===== config.mk =====
export PLATFORM = sky130hd
export DESIGN_NAME = ama_riscv_id_ctrl_flat
export DESIGN_NICKNAME = d
export VERILOG_FILES = /design/src/rtl/ama_riscv_defines.sv /design/src/rtl/ama_riscv_id_ctrl_if.sv /design/src/rtl/ama_riscv_id_decode.sv /design/src/rtl/ama_riscv_id_ctrl.sv /design/src/flat_wrapper.sv
export SDC_FILE = /design/constraint.sdc
export NUM_CORES = 1
export LEC_CHECK = 0
export BUFFER_PORTS_ARGS = -buffer_cell sky130_fd_sc_hd__buf_2
export CORE_UTILIZATION = 48
export DETAILED_ROUTE_END_ITERATION = 6
export PLACE_DENSITY = 0.89
export SLEW_MARGIN = 20
export SYNTH_ARGS = -nofsm -noshare
export SYNTH_HDL_FRONTEND = slang
export SYNTH_SLANG_ARGS = --single-unit

===== constraint.sdc =====
create_clock -name clk -period 2.2 [get_ports clk]
set_input_delay 0.22 -clock clk [delete_from_list [all_inputs] [get_ports clk]]
set_output_delay 0.22 -clock clk [all_outputs]
set_load 0.005 [all_outputs]

===== src/rtl/ama_riscv_defines.sv =====
// Shared RV32I decode definitions for the ID stage: opcodes, immediate-generator
// select encoding and the ID controller state type.
package ama_riscv_defines;

  localparam logic [6:0] OPC_LOAD     = 7'b000_0011;
  localparam logic [6:0] OPC_MISC_MEM = 7'b000_1111;
  localparam logic [6:0] OPC_OP_IMM   = 7'b001_0011;
  localparam logic [6:0] OPC_AUIPC    = 7'b001_0111;
  localparam logic [6:0] OPC_STORE    = 7'b010_0011;
  localparam logic [6:0] OPC_OP       = 7'b011_0011;
  localparam logic [6:0] OPC_LUI      = 7'b011_0111;
  localparam logic [6:0] OPC_BRANCH   = 7'b110_0011;
  localparam logic [6:0] OPC_JALR     = 7'b110_0111;
  localparam logic [6:0] OPC_JAL      = 7'b110_1111;
  localparam logic [6:0] OPC_SYSTEM   = 7'b111_0011;

  typedef enum logic [2:0] {
    IG_DISABLED,
    IG_I_TYPE,
    IG_S_TYPE,
    IG_B_TYPE,
    IG_J_TYPE,
    IG_U_TYPE
  } ig_sel_t;

  typedef enum logic [1:0] {
    EMPTY,
    RUN,
    HOLD,
    BUBBLE
  } id_state_t;

  typedef struct packed {
    ig_sel_t ig_sel;
    logic    uses_rs1;
    logic    uses_rs2;
    logic    is_load;
    logic    illegal;
  } id_dec_t;

endpackage


===== src/rtl/ama_riscv_id_ctrl_if.sv =====
// IF -> ID -> EX handshake bundle plus immediate-generator controls.
// master is the surrounding pipeline, slave is the ID controller.
interface ama_riscv_id_ctrl_if #(
  parameter int unsigned PC_W = 32
) ();
  import ama_riscv_defines::*;

  logic            flush;
  logic            if_valid;
  logic            if_ready;
  logic [31:0]     if_inst;
  logic [PC_W-1:0] if_pc;
  ig_sel_t         ig_sel;
  logic [24:0]     ig_d;
  logic            ex_valid;
  logic            ex_ready;
  logic [31:0]     ex_inst;
  logic [PC_W-1:0] ex_pc;
  logic            ex_illegal;

  modport master (
    output flush, if_valid, if_inst, if_pc, ex_ready,
    input  if_ready, ig_sel, ig_d, ex_valid, ex_inst, ex_pc, ex_illegal
  );

  modport slave (
    input  flush, if_valid, if_inst, if_pc, ex_ready,
    output if_ready, ig_sel, ig_d, ex_valid, ex_inst, ex_pc, ex_illegal
  );

endinterface


===== src/rtl/ama_riscv_id_decode.sv =====
// Combinational opcode decode: immediate format, register usage, load flag and
// RV32I legality.
module ama_riscv_id_decode
  import ama_riscv_defines::*;
(
  input  logic [6:0] opc_i,
  output id_dec_t    dec_o
);

  always_comb begin
    dec_o = '{ig_sel: IG_DISABLED, uses_rs1: 1'b0, uses_rs2: 1'b0, is_load: 1'b0,
              illegal: 1'b0};
    unique case (opc_i)
      OPC_LOAD: begin
        dec_o.ig_sel   = IG_I_TYPE;
        dec_o.uses_rs1 = 1'b1;
        dec_o.is_load  = 1'b1;
      end
      OPC_OP_IMM, OPC_JALR, OPC_SYSTEM: begin
        dec_o.ig_sel   = IG_I_TYPE;
        dec_o.uses_rs1 = 1'b1;
      end
      OPC_STORE: begin
        dec_o.ig_sel   = IG_S_TYPE;
        dec_o.uses_rs1 = 1'b1;
        dec_o.uses_rs2 = 1'b1;
      end
      OPC_BRANCH: begin
        dec_o.ig_sel   = IG_B_TYPE;
        dec_o.uses_rs1 = 1'b1;
        dec_o.uses_rs2 = 1'b1;
      end
      OPC_OP: begin
        dec_o.uses_rs1 = 1'b1;
        dec_o.uses_rs2 = 1'b1;
      end
      OPC_JAL:            dec_o.ig_sel = IG_J_TYPE;
      OPC_LUI, OPC_AUIPC: dec_o.ig_sel = IG_U_TYPE;
      OPC_MISC_MEM:       dec_o.ig_sel = IG_DISABLED;
      default:            dec_o.illegal = 1'b1;
    endcase
  end

endmodule


===== src/rtl/ama_riscv_id_ctrl.sv =====
// Decode-stage controller: ID pipeline register, IF/EX handshakes, immediate
// generator sequencing and single-bubble load-use hazard insertion.
module ama_riscv_id_ctrl
  import ama_riscv_defines::*;
#(
  parameter int unsigned PC_W = 32
) (
  input  logic              clk,
  input  logic              rst_n,
  ama_riscv_id_ctrl_if.slave bus
);

  id_state_t       state_q, state_d;
  logic            id_valid_q, id_valid_d;
  logic            id_new_q, id_new_d;
  logic            load_pending_q, load_pending_d;
  logic [4:0]      load_rd_q, load_rd_d;
  logic [31:0]     id_inst_q, id_inst_d;
  logic [PC_W-1:0] id_pc_q, id_pc_d;
  id_dec_t         id_dec_q, id_dec_d, if_dec;

  logic ex_valid, ex_fire, if_ready, if_fire, hazard_d;

  // Decode on the way in so hazard state for the next cycle is known at the edge.
  ama_riscv_id_decode u_decode (
    .opc_i (bus.if_inst[6:0]),
    .dec_o (if_dec)
  );

  assign ex_valid = !bus.flush && (state_q == RUN || state_q == HOLD);
  assign ex_fire  = ex_valid && bus.ex_ready;
  assign if_ready = !bus.flush && (!id_valid_q || ex_fire);
  assign if_fire  = bus.if_valid && if_ready;

  always_comb begin
    id_inst_d      = id_inst_q;
    id_pc_d        = id_pc_q;
    id_dec_d       = id_dec_q;
    id_valid_d     = id_valid_q;
    id_new_d       = if_fire;
    load_pending_d = load_pending_q;
    load_rd_d      = load_rd_q;
    state_d        = state_q;

    if (if_fire) begin
      id_inst_d  = bus.if_inst;
      id_pc_d    = bus.if_pc;
      id_dec_d   = if_dec;
      id_valid_d = 1'b1;
    end else if (ex_fire) begin
      id_valid_d = 1'b0;
    end

    if (ex_fire) begin
      load_pending_d = id_dec_q.is_load && (id_inst_q[11:7] != 5'd0);
      if (load_pending_d) load_rd_d = id_inst_q[11:7];
    end else if (state_q == BUBBLE || (state_q == EMPTY && bus.ex_ready)) begin
      load_pending_d = 1'b0;
    end

    hazard_d = load_pending_d && id_valid_d &&
               ((id_dec_d.uses_rs1 && id_inst_d[19:15] == load_rd_d) ||
                (id_dec_d.uses_rs2 && id_inst_d[24:20] == load_rd_d));

    if (!id_valid_d)                   state_d = EMPTY;
    else if (hazard_d)                 state_d = BUBBLE;
    else if (ex_valid && !bus.ex_ready) state_d = HOLD;
    else                               state_d = RUN;

    if (bus.flush) begin
      id_valid_d     = 1'b0;
      id_new_d       = 1'b0;
      load_pending_d = 1'b0;
      state_d        = EMPTY;
    end
  end

  always_ff @(posedge clk or negedge rst_n) begin
    if (!rst_n) begin
      state_q        <= EMPTY;
      id_valid_q     <= 1'b0;
      id_new_q       <= 1'b0;
      load_pending_q <= 1'b0;
      load_rd_q      <= 5'd0;
      id_inst_q      <= 32'd0;
      id_pc_q        <= '0;
      id_dec_q       <= '0;
    end else begin
      state_q        <= state_d;
      id_valid_q     <= id_valid_d;
      id_new_q       <= id_new_d;
      load_pending_q <= load_pending_d;
      load_rd_q      <= load_rd_d;
      id_inst_q      <= id_inst_d;
      id_pc_q        <= id_pc_d;
      id_dec_q       <= id_dec_d;
    end
  end

  // Select is pulsed once per new instruction; the generator holds its output after that.
  assign bus.ig_sel     = (id_valid_q && id_new_q) ? id_dec_q.ig_sel : IG_DISABLED;
  assign bus.ig_d       = id_inst_q[31:7];
  assign bus.if_ready   = if_ready;
  assign bus.ex_valid   = ex_valid;
  assign bus.ex_inst    = id_inst_q;
  assign bus.ex_pc      = id_pc_q;
  assign bus.ex_illegal = id_valid_q && id_dec_q.illegal;

endmodule


===== src/flat_wrapper.sv =====
// flat-port wrapper written by rule: the top's interface ports become plain ports
module ama_riscv_id_ctrl_flat import ama_riscv_defines::*;
#(
  parameter int unsigned PC_W = 32
)
  (clk, rst_n, bus_flush, bus_if_valid, bus_if_inst, bus_if_pc, bus_ex_ready, bus_if_ready, bus_ig_sel, bus_ig_d, bus_ex_valid, bus_ex_inst, bus_ex_pc, bus_ex_illegal);
  ama_riscv_id_ctrl_if #(.PC_W(PC_W)) bus_i ();
  input  logic clk;
  input  logic rst_n;
  input wire logic [$bits(bus_i.flush)-1:0] bus_flush;
  input wire logic [$bits(bus_i.if_valid)-1:0] bus_if_valid;
  input wire logic [$bits(bus_i.if_inst)-1:0] bus_if_inst;
  input wire logic [$bits(bus_i.if_pc)-1:0] bus_if_pc;
  input wire logic [$bits(bus_i.ex_ready)-1:0] bus_ex_ready;
  output wire logic [$bits(bus_i.if_ready)-1:0] bus_if_ready;
  output wire logic [$bits(bus_i.ig_sel)-1:0] bus_ig_sel;
  output wire logic [$bits(bus_i.ig_d)-1:0] bus_ig_d;
  output wire logic [$bits(bus_i.ex_valid)-1:0] bus_ex_valid;
  output wire logic [$bits(bus_i.ex_inst)-1:0] bus_ex_inst;
  output wire logic [$bits(bus_i.ex_pc)-1:0] bus_ex_pc;
  output wire logic [$bits(bus_i.ex_illegal)-1:0] bus_ex_illegal;
  assign bus_i.flush = bus_flush;
  assign bus_i.if_valid = bus_if_valid;
  assign bus_i.if_inst = bus_if_inst;
  assign bus_i.if_pc = bus_if_pc;
  assign bus_i.ex_ready = bus_ex_ready;
  assign bus_if_ready = bus_i.if_ready;
  assign bus_ig_sel = bus_i.ig_sel;
  assign bus_ig_d = bus_i.ig_d;
  assign bus_ex_valid = bus_i.ex_valid;
  assign bus_ex_inst = bus_i.ex_inst;
  assign bus_ex_pc = bus_i.ex_pc;
  assign bus_ex_illegal = bus_i.ex_illegal;
  ama_riscv_id_ctrl #(.PC_W(PC_W)) u_core (.clk(clk), .rst_n(rst_n), .bus(bus_i));
endmodule

; ---- Word-level counts from Yosys, hierarchy flattened
; Index checks and enable logic that the tools add are counted.
[totals]
regBits = 81
inputBits = 69
out_inout_bits = 95
elab_cells = 77
[classes]
n_eq_ne = 16
muxes = 21
reduce_logical = 27
[ops]
columns = operator, n
row1 = 7-bit equality test (second input constant), 4
row2 = 25-bit two-way mux, 1
row3 = 7-bit by 6-bit equality test with 1-bit output (second input constant), 3
row4 = 3-bit one-hot mux with 5 select lines, 1
row5 = 7-bit by 5-bit equality test with 1-bit output (second input constant), 2
row6 = 1-bit logical AND, 13
row7 = 1-bit two-way mux, 11
row8 = 11-bit OR reduction, 1
row9 = 5-bit equality test, 2
row10 = 5-bit two-way mux, 2
row11 = 2-bit two-way mux, 4
row12 = 7-bit by 2-bit equality test with 1-bit output (second input constant), 1
row13 = 7-bit by 4-bit equality test with 1-bit output (second input constant), 1
row14 = 7-bit OR reduction, 1
row15 = 5-bit nonzero test, 1
row16 = 2-bit equality test (second input constant), 2
row17 = 1-bit logical OR, 4
row18 = 4-bit two-way mux, 1
row19 = 4-bit OR reduction, 1
row20 = 1-bit logical NOT, 3
row21 = 3-bit two-way mux, 1
row22 = 3-bit OR reduction, 1
row23 = 2-bit by 1-bit equality test with 1-bit output (second input constant), 1
row24 = 2-bit logical NOT, 1
row25 = 2-bit OR reduction, 1

; ---- Depth between registers and ports, before layout
[logic_depth]
depth_word = 15
mapped_depth = 10
mapped_depth_nobuf = 9

; ---- By module
; Synthesis repeated with hierarchy kept, for this count alone.
[unflattened]
hier_cells = 440
hier_area_um2 = 3898.7
[modules_own_cells]
columns = module, instances, cells_per_inst, area_each_um2, seq_area_each_um2
row1 = ama_riscv_id_ctrl, 1, 411, 3724.8, 2026.9
row2 = ama_riscv_id_decode, 1, 29, 173.9, 0.0

; ---- Least setup slack after synthesis
; OpenSTA, ideal clock, no wires.
[synth_path]
path_type = reg-to-reg
from = register u_core.state_q[0]
to = register u_core.state_q[1]
setup_ns = 0.104
arrival_ns = 1.961
required_time_ns = 2.096
path_slack_ns = 0.135
path_stages_with_launch = 9
n_path_buf = 0
period_less_slack_ns = 2.065
cell_sequence = dfrtp_1 inv_1 ha_1 a21boi_2 o21ai_2 a22o_1 a2111o_1 nand4bb_1 o311ai_1
[synth_between]
elab_chain_len = 15
elab_cells_between_ends = 31
classes_between = eq/ne (5) / mux (11) / reduce/logical (15)
[synth_rtl]
columns = item, line
row1 = from (decl), ama_riscv_id_ctrl.sv:13  ; id_state_t state_q, state_d;
row2 = from (signal assigned), ama_riscv_id_ctrl.sv:89  ; state_q <= state_d;
row3 = 2-bit by 1-bit equality test with 1-bit output / 2-bit equality test (equally long branches), ama_riscv_id_ctrl.sv:30  ; assign ex_valid = !bus.flush && (state_q == RUN || state_q == HOLD);
row4 = 1-bit logical OR, ama_riscv_id_ctrl.sv:30
row5 = 1-bit logical AND, ama_riscv_id_ctrl.sv:30
row6 = 1-bit logical AND, ama_riscv_id_ctrl.sv:31  ; assign ex_fire = ex_valid && bus.ex_ready;
row7 = 1-bit logical OR, ama_riscv_id_ctrl.sv:32  ; assign if_ready = !bus.flush && (!id_valid_q || ex_fire);
row8 = 1-bit logical AND, ama_riscv_id_ctrl.sv:32
row9 = 1-bit logical AND, ama_riscv_id_ctrl.sv:33  ; assign if_fire = bus.if_valid && if_ready;
row10 = 25-bit two-way mux, ama_riscv_id_ctrl.sv:45  ; if (if_fire) begin
row11 = 5-bit equality test (on tied branches), "ama_riscv_id_ctrl.sv:62, ama_riscv_id_ctrl.sv:63"
row12 = 1-bit logical AND (on tied branches), "ama_riscv_id_ctrl.sv:62, ama_riscv_id_ctrl.sv:63"
row13 = 1-bit logical OR, ama_riscv_id_ctrl.sv:62  ; ((id_dec_d.uses_rs1 && id_inst_d[19:15] == load_rd_d) ||
row14 = 1-bit logical AND, ama_riscv_id_ctrl.sv:61  ; hazard_d = load_pending_d && id_valid_d &&
row15 = 2-bit two-way mux, ama_riscv_id_ctrl.sv:66  ; else if (hazard_d) state_d = BUBBLE;
row16 = 2-bit two-way mux (*), ama_riscv_id_ctrl.sv:65  ; if (!id_valid_d) state_d = EMPTY;
row17 = 2-bit two-way mux (*), ama_riscv_id_ctrl.sv:70  ; if (bus.flush) begin
row18 = net u_core.state_d[1], ama_riscv_id_ctrl.sv:13
; Mark *: on every way through the listed nets, which the timed path passes. The rest lies on a longest branch.
; A chain may end at the register's enable or synchronous reset.

; ---- Worst setup path in the final report
; Same ends and word-level chain as after synthesis.

==> flow_summary.toml <==
[synthesis]
ys_ff_latch = 81
ys_seq_area_share_pct = 53.3
synth_async_sr_flop_share_pct = 100
synth_edf_count = 0
yosysWarnings = 0
synth_ff_type = "dfrtp_1"
synth_top_cell_area_share_pct = 53.3
synth_cell_types = 57
syn_nets = 477
yosysTopAreaCell = "dfrtp_1"
synthCells = 406
synth.avg_cell_area_um2 = 9.37
netlist_area_mm2 = 0.00380
synth.area.top_cells = "dfrtp_1 (53%), nand2_1 (17%), buf_4 (4.9%)"

[layout]
nets = 622
mostFrequentLayoutCell = "nand2_1"
layout-drive-gt1-share_pct = 38.7
syn2layout_area_growth_pct = 27.4
antennaDiodeCount = 0
layout_common_cells = "nand2_1 (171), buf_2 (162), dfrtp_1 (81), o21ai_0 (10), clkbuf_8 (9)"
fillCellCount = 663
design_area_mm2 = 0.00484

[clock_network]
clockBufferDepth = 2
clk_latency_ns = 0.34
htreeDepth = 3
clk_pin_slew_ns = 0.09
clock-sinks = 81
cts_tree = "built"
clockRootBuffer = "clkbuf_8"
cts_buffers = 9

[timing]
slew_headroom_pct = 59.5
worstMarginPinSlew_ns = 0.592
finClkSkew_ns = 0.0123
rsz0062_at_grt = "true"
period_share_pct = 102
setup_viol = 2
final.setup.tns_ns = -0.0698
fin_crit_ns = 2.24
timing.fmax_mhz = 446
finalHoldViolations = 0
drv_slew = 0
holdWs_ns = 0.0610
fin_ws_ns = -0.0443

[floorplanning]
start_util_pct = 49.5
floorplan.rows = 32
die_h_um = 91.0
dieArea_mm2 = 0.00828
core-area_mm2 = 0.00769
io_pins = 164
die_width_um = 91.0

[placed_design]
gp_congestion = 0.890
dp_hpwl_um = 6440
postPlaceCellArea_mm2 = 0.00455
io_buffers = 163

[critical_path]
critPathMaxStageDelay_ns = 0.38
crit_chain = "inv_2 -> ha_4 -> nand4b_1 -> a22o_1 -> o211a_1 -> nor4_2 -> nand4bb_1 -> o311ai_1"
cp.arrival_ns = 2.48
cp.depth = 8
cp-end-kind = "flip-flop"
cp_max_fo = 5
worst_setup_path_start_kind = "flip-flop"
reg2reg_to = "u_core.state_q[1]"
crit_type = "reg -> reg"
r2r_cells = 8
worst-r2r-setup-slack_ns = -0.04
critPathBufInv = 1
cp_top_family = "simple AND/OR/NAND/NOR gates"
rr_startpoint = "u_core.state_q[0]"
cp.required_ns = 2.44
cp_slowest_cell = "nor4_2"

[hold_path]
min-delay-start = "bus_if_pc[15]"
min_path_cells = 3
worstHoldPathType = "in -> reg"
min_to = "u_core.bus.ex_pc[15]"

[power_and_ir_drop]
p_per_area_mw_per_mm2 = 842
internal_power_mw = 2.87
p_switching_mw = 1.21
combPwrFrac_pct = 25.1
ir_worst_vdd_mv = 0.388
seq_power_share_pct = 46.0
switching_share_pct = 29.6
p_leak_nw = 2.74
pwr-share-clk_pct = 28.9

[detailed_routing]
viasPerCell = 4.97
dr.pass1.iters = 5
drt_wl_total_um = 8930
drc = 0
vias = 3267
ant_nets = 0
wire_per_inst_um = 13.6
drt_iter0_drc = 141

[status]
status = "complete, but fails checks"
violations = "negative setup slack"

[grt]
grt_pass1_wl_um = 15000
antenna_found_initial = 0
grtUsageTotal_pct = 22.9
grt_max_degree = 64
grt_overflow_total = 0
grt_pass1_vias = 3253

[flow_run]
cap_violations = 0
[cell type report]
| type | count | area [um2] | share of cell area [%] |
|---|---|---|---|
| Inverter | 10 | 45.0 | 0.930 |
| Timing Repair Buffer | 173 | 912 | 18.8 |
| Clock inverter | 6 | 90.1 | 1.86 |
| Multi-Input combinational cell | 276 | 1520 | 31.3 |
| Sequential cell | 81 | 2030 | 41.8 |
| Tap cell | 102 | 128 | 2.63 |
| Clock buffer | 10 | 128 | 2.63 |
[sequential cells by signal, summed over array words and instances (netlist names)]
| register | cells |
|---|---|
| u_core.bus.ex_inst | 32 |
| u_core.bus.ex_pc | 32 |
| u_core.id_dec_q | 7 |
| u_core.id_new_q | 1 |
| u_core.id_valid_q | 1 |
| u_core.load_pending_q | 1 |
| u_core.load_rd_q | 5 |
| u_core.state_q | 2 |
[layer usage]
metal / global-route usage, % / share of wire, % / wire [um]
met2: 38.9 / 48 / 4250
met1: 28.6 / 43 / 3850
met4: 8.99 / 2.3 / 204
met3: 4.86 / 7.1 / 633
met5: 0 / 0 / 0
[cell families after synthesis]
kind of cell               Yosys count  share of synthesized area (%)
muxes                                6                           1.81
and+or+nand+nor                    218                           25.9
DFF                                 81                           53.3
AOI/OAI and AO/OA                   46                           9.38
buffers and inverters               49                           8.06
adders and majority gates            2                          0.658
xor gates and xnor gates             4                          0.921
[worst max-delay path by stage]
stage                            from                end  slack, ns
floorplan           u_core.state_q[0]  u_core.state_q[1]       0.14
global placement    u_core.state_q[0]  u_core.state_q[1]      -0.04
detailed placement  u_core.state_q[0]  u_core.state_q[0]      -0.14
CTS                 u_core.state_q[0]  u_core.state_q[1]       0.01
global route        u_core.state_q[0]  u_core.state_q[1]      -0.13
finish              u_core.state_q[0]  u_core.state_q[1]      -0.04
[Yosys cell counts (all sizes together) (2+ instances only)]
library cell / count
nor2b: 5
mux2i: 2
and3: 3
inv: 10
o21ai: 13
nor2: 8
dfrtp: 81
o41ai: 4
and2: 3
o211a: 3
buf: 29
a22o: 5
a21oi: 2
nand4: 2
nor4: 2
a211oi: 4
xnor2: 3
ha: 2
mux2: 4
clkbuf: 10
a2111oi: 3
a21boi: 3
nand3: 7
nand4bb: 2
nand2: 173
nand2b: 4
or2: 4
[power groups by stage]
| stage | Combinational, mW | Sequential [mW] | Clock, mW |
|---|---|---|---|
| final | 1.03 | 1.87 | 1.18 |
| after global routing | 1.14 | 1.90 | 1.27 |
| after CTS | 0.995 | 1.87 | 1.21 |
| after detailed placement | 0.956 | 1.90 | 0 |
| after global placement | 0.915 | 1.89 | 0 |
| after floorplan | 0.536 | 1.91 | 0 |
[through the flow]
stage | power [mW] | worst slack, ns | instances | util [%]
finish | 4.08 | -0.0443 | 658 | 63.0
global route | 4.32 | -0.134 | 658 | 63.0
CTS | 4.08 | 0.00998 | 657 | 62.7
detailed placement | 2.85 | -0.136 | 639 | 59.2
global placement | 2.80 | -0.0364 | 639 | 59.2
floorplan | 2.44 | 0.135 | 406 | -
[tightest hold or removal path, cell delays in order]
cell and delay (ns):
buf_2 0.07, nand2_1 0.04, nand2_1 0.05
[timing repair]
item,4_1_cts,5_1_grt
resized for setup,8,4
setup buffers,2,1
cloned,0,0
pin swaps,5,5
hold endpoints to repair,41,0
endpoints found under the setup margin,2,2
hold buffers,1,0
Note: power is estimated with default switching activity, not from simulation.
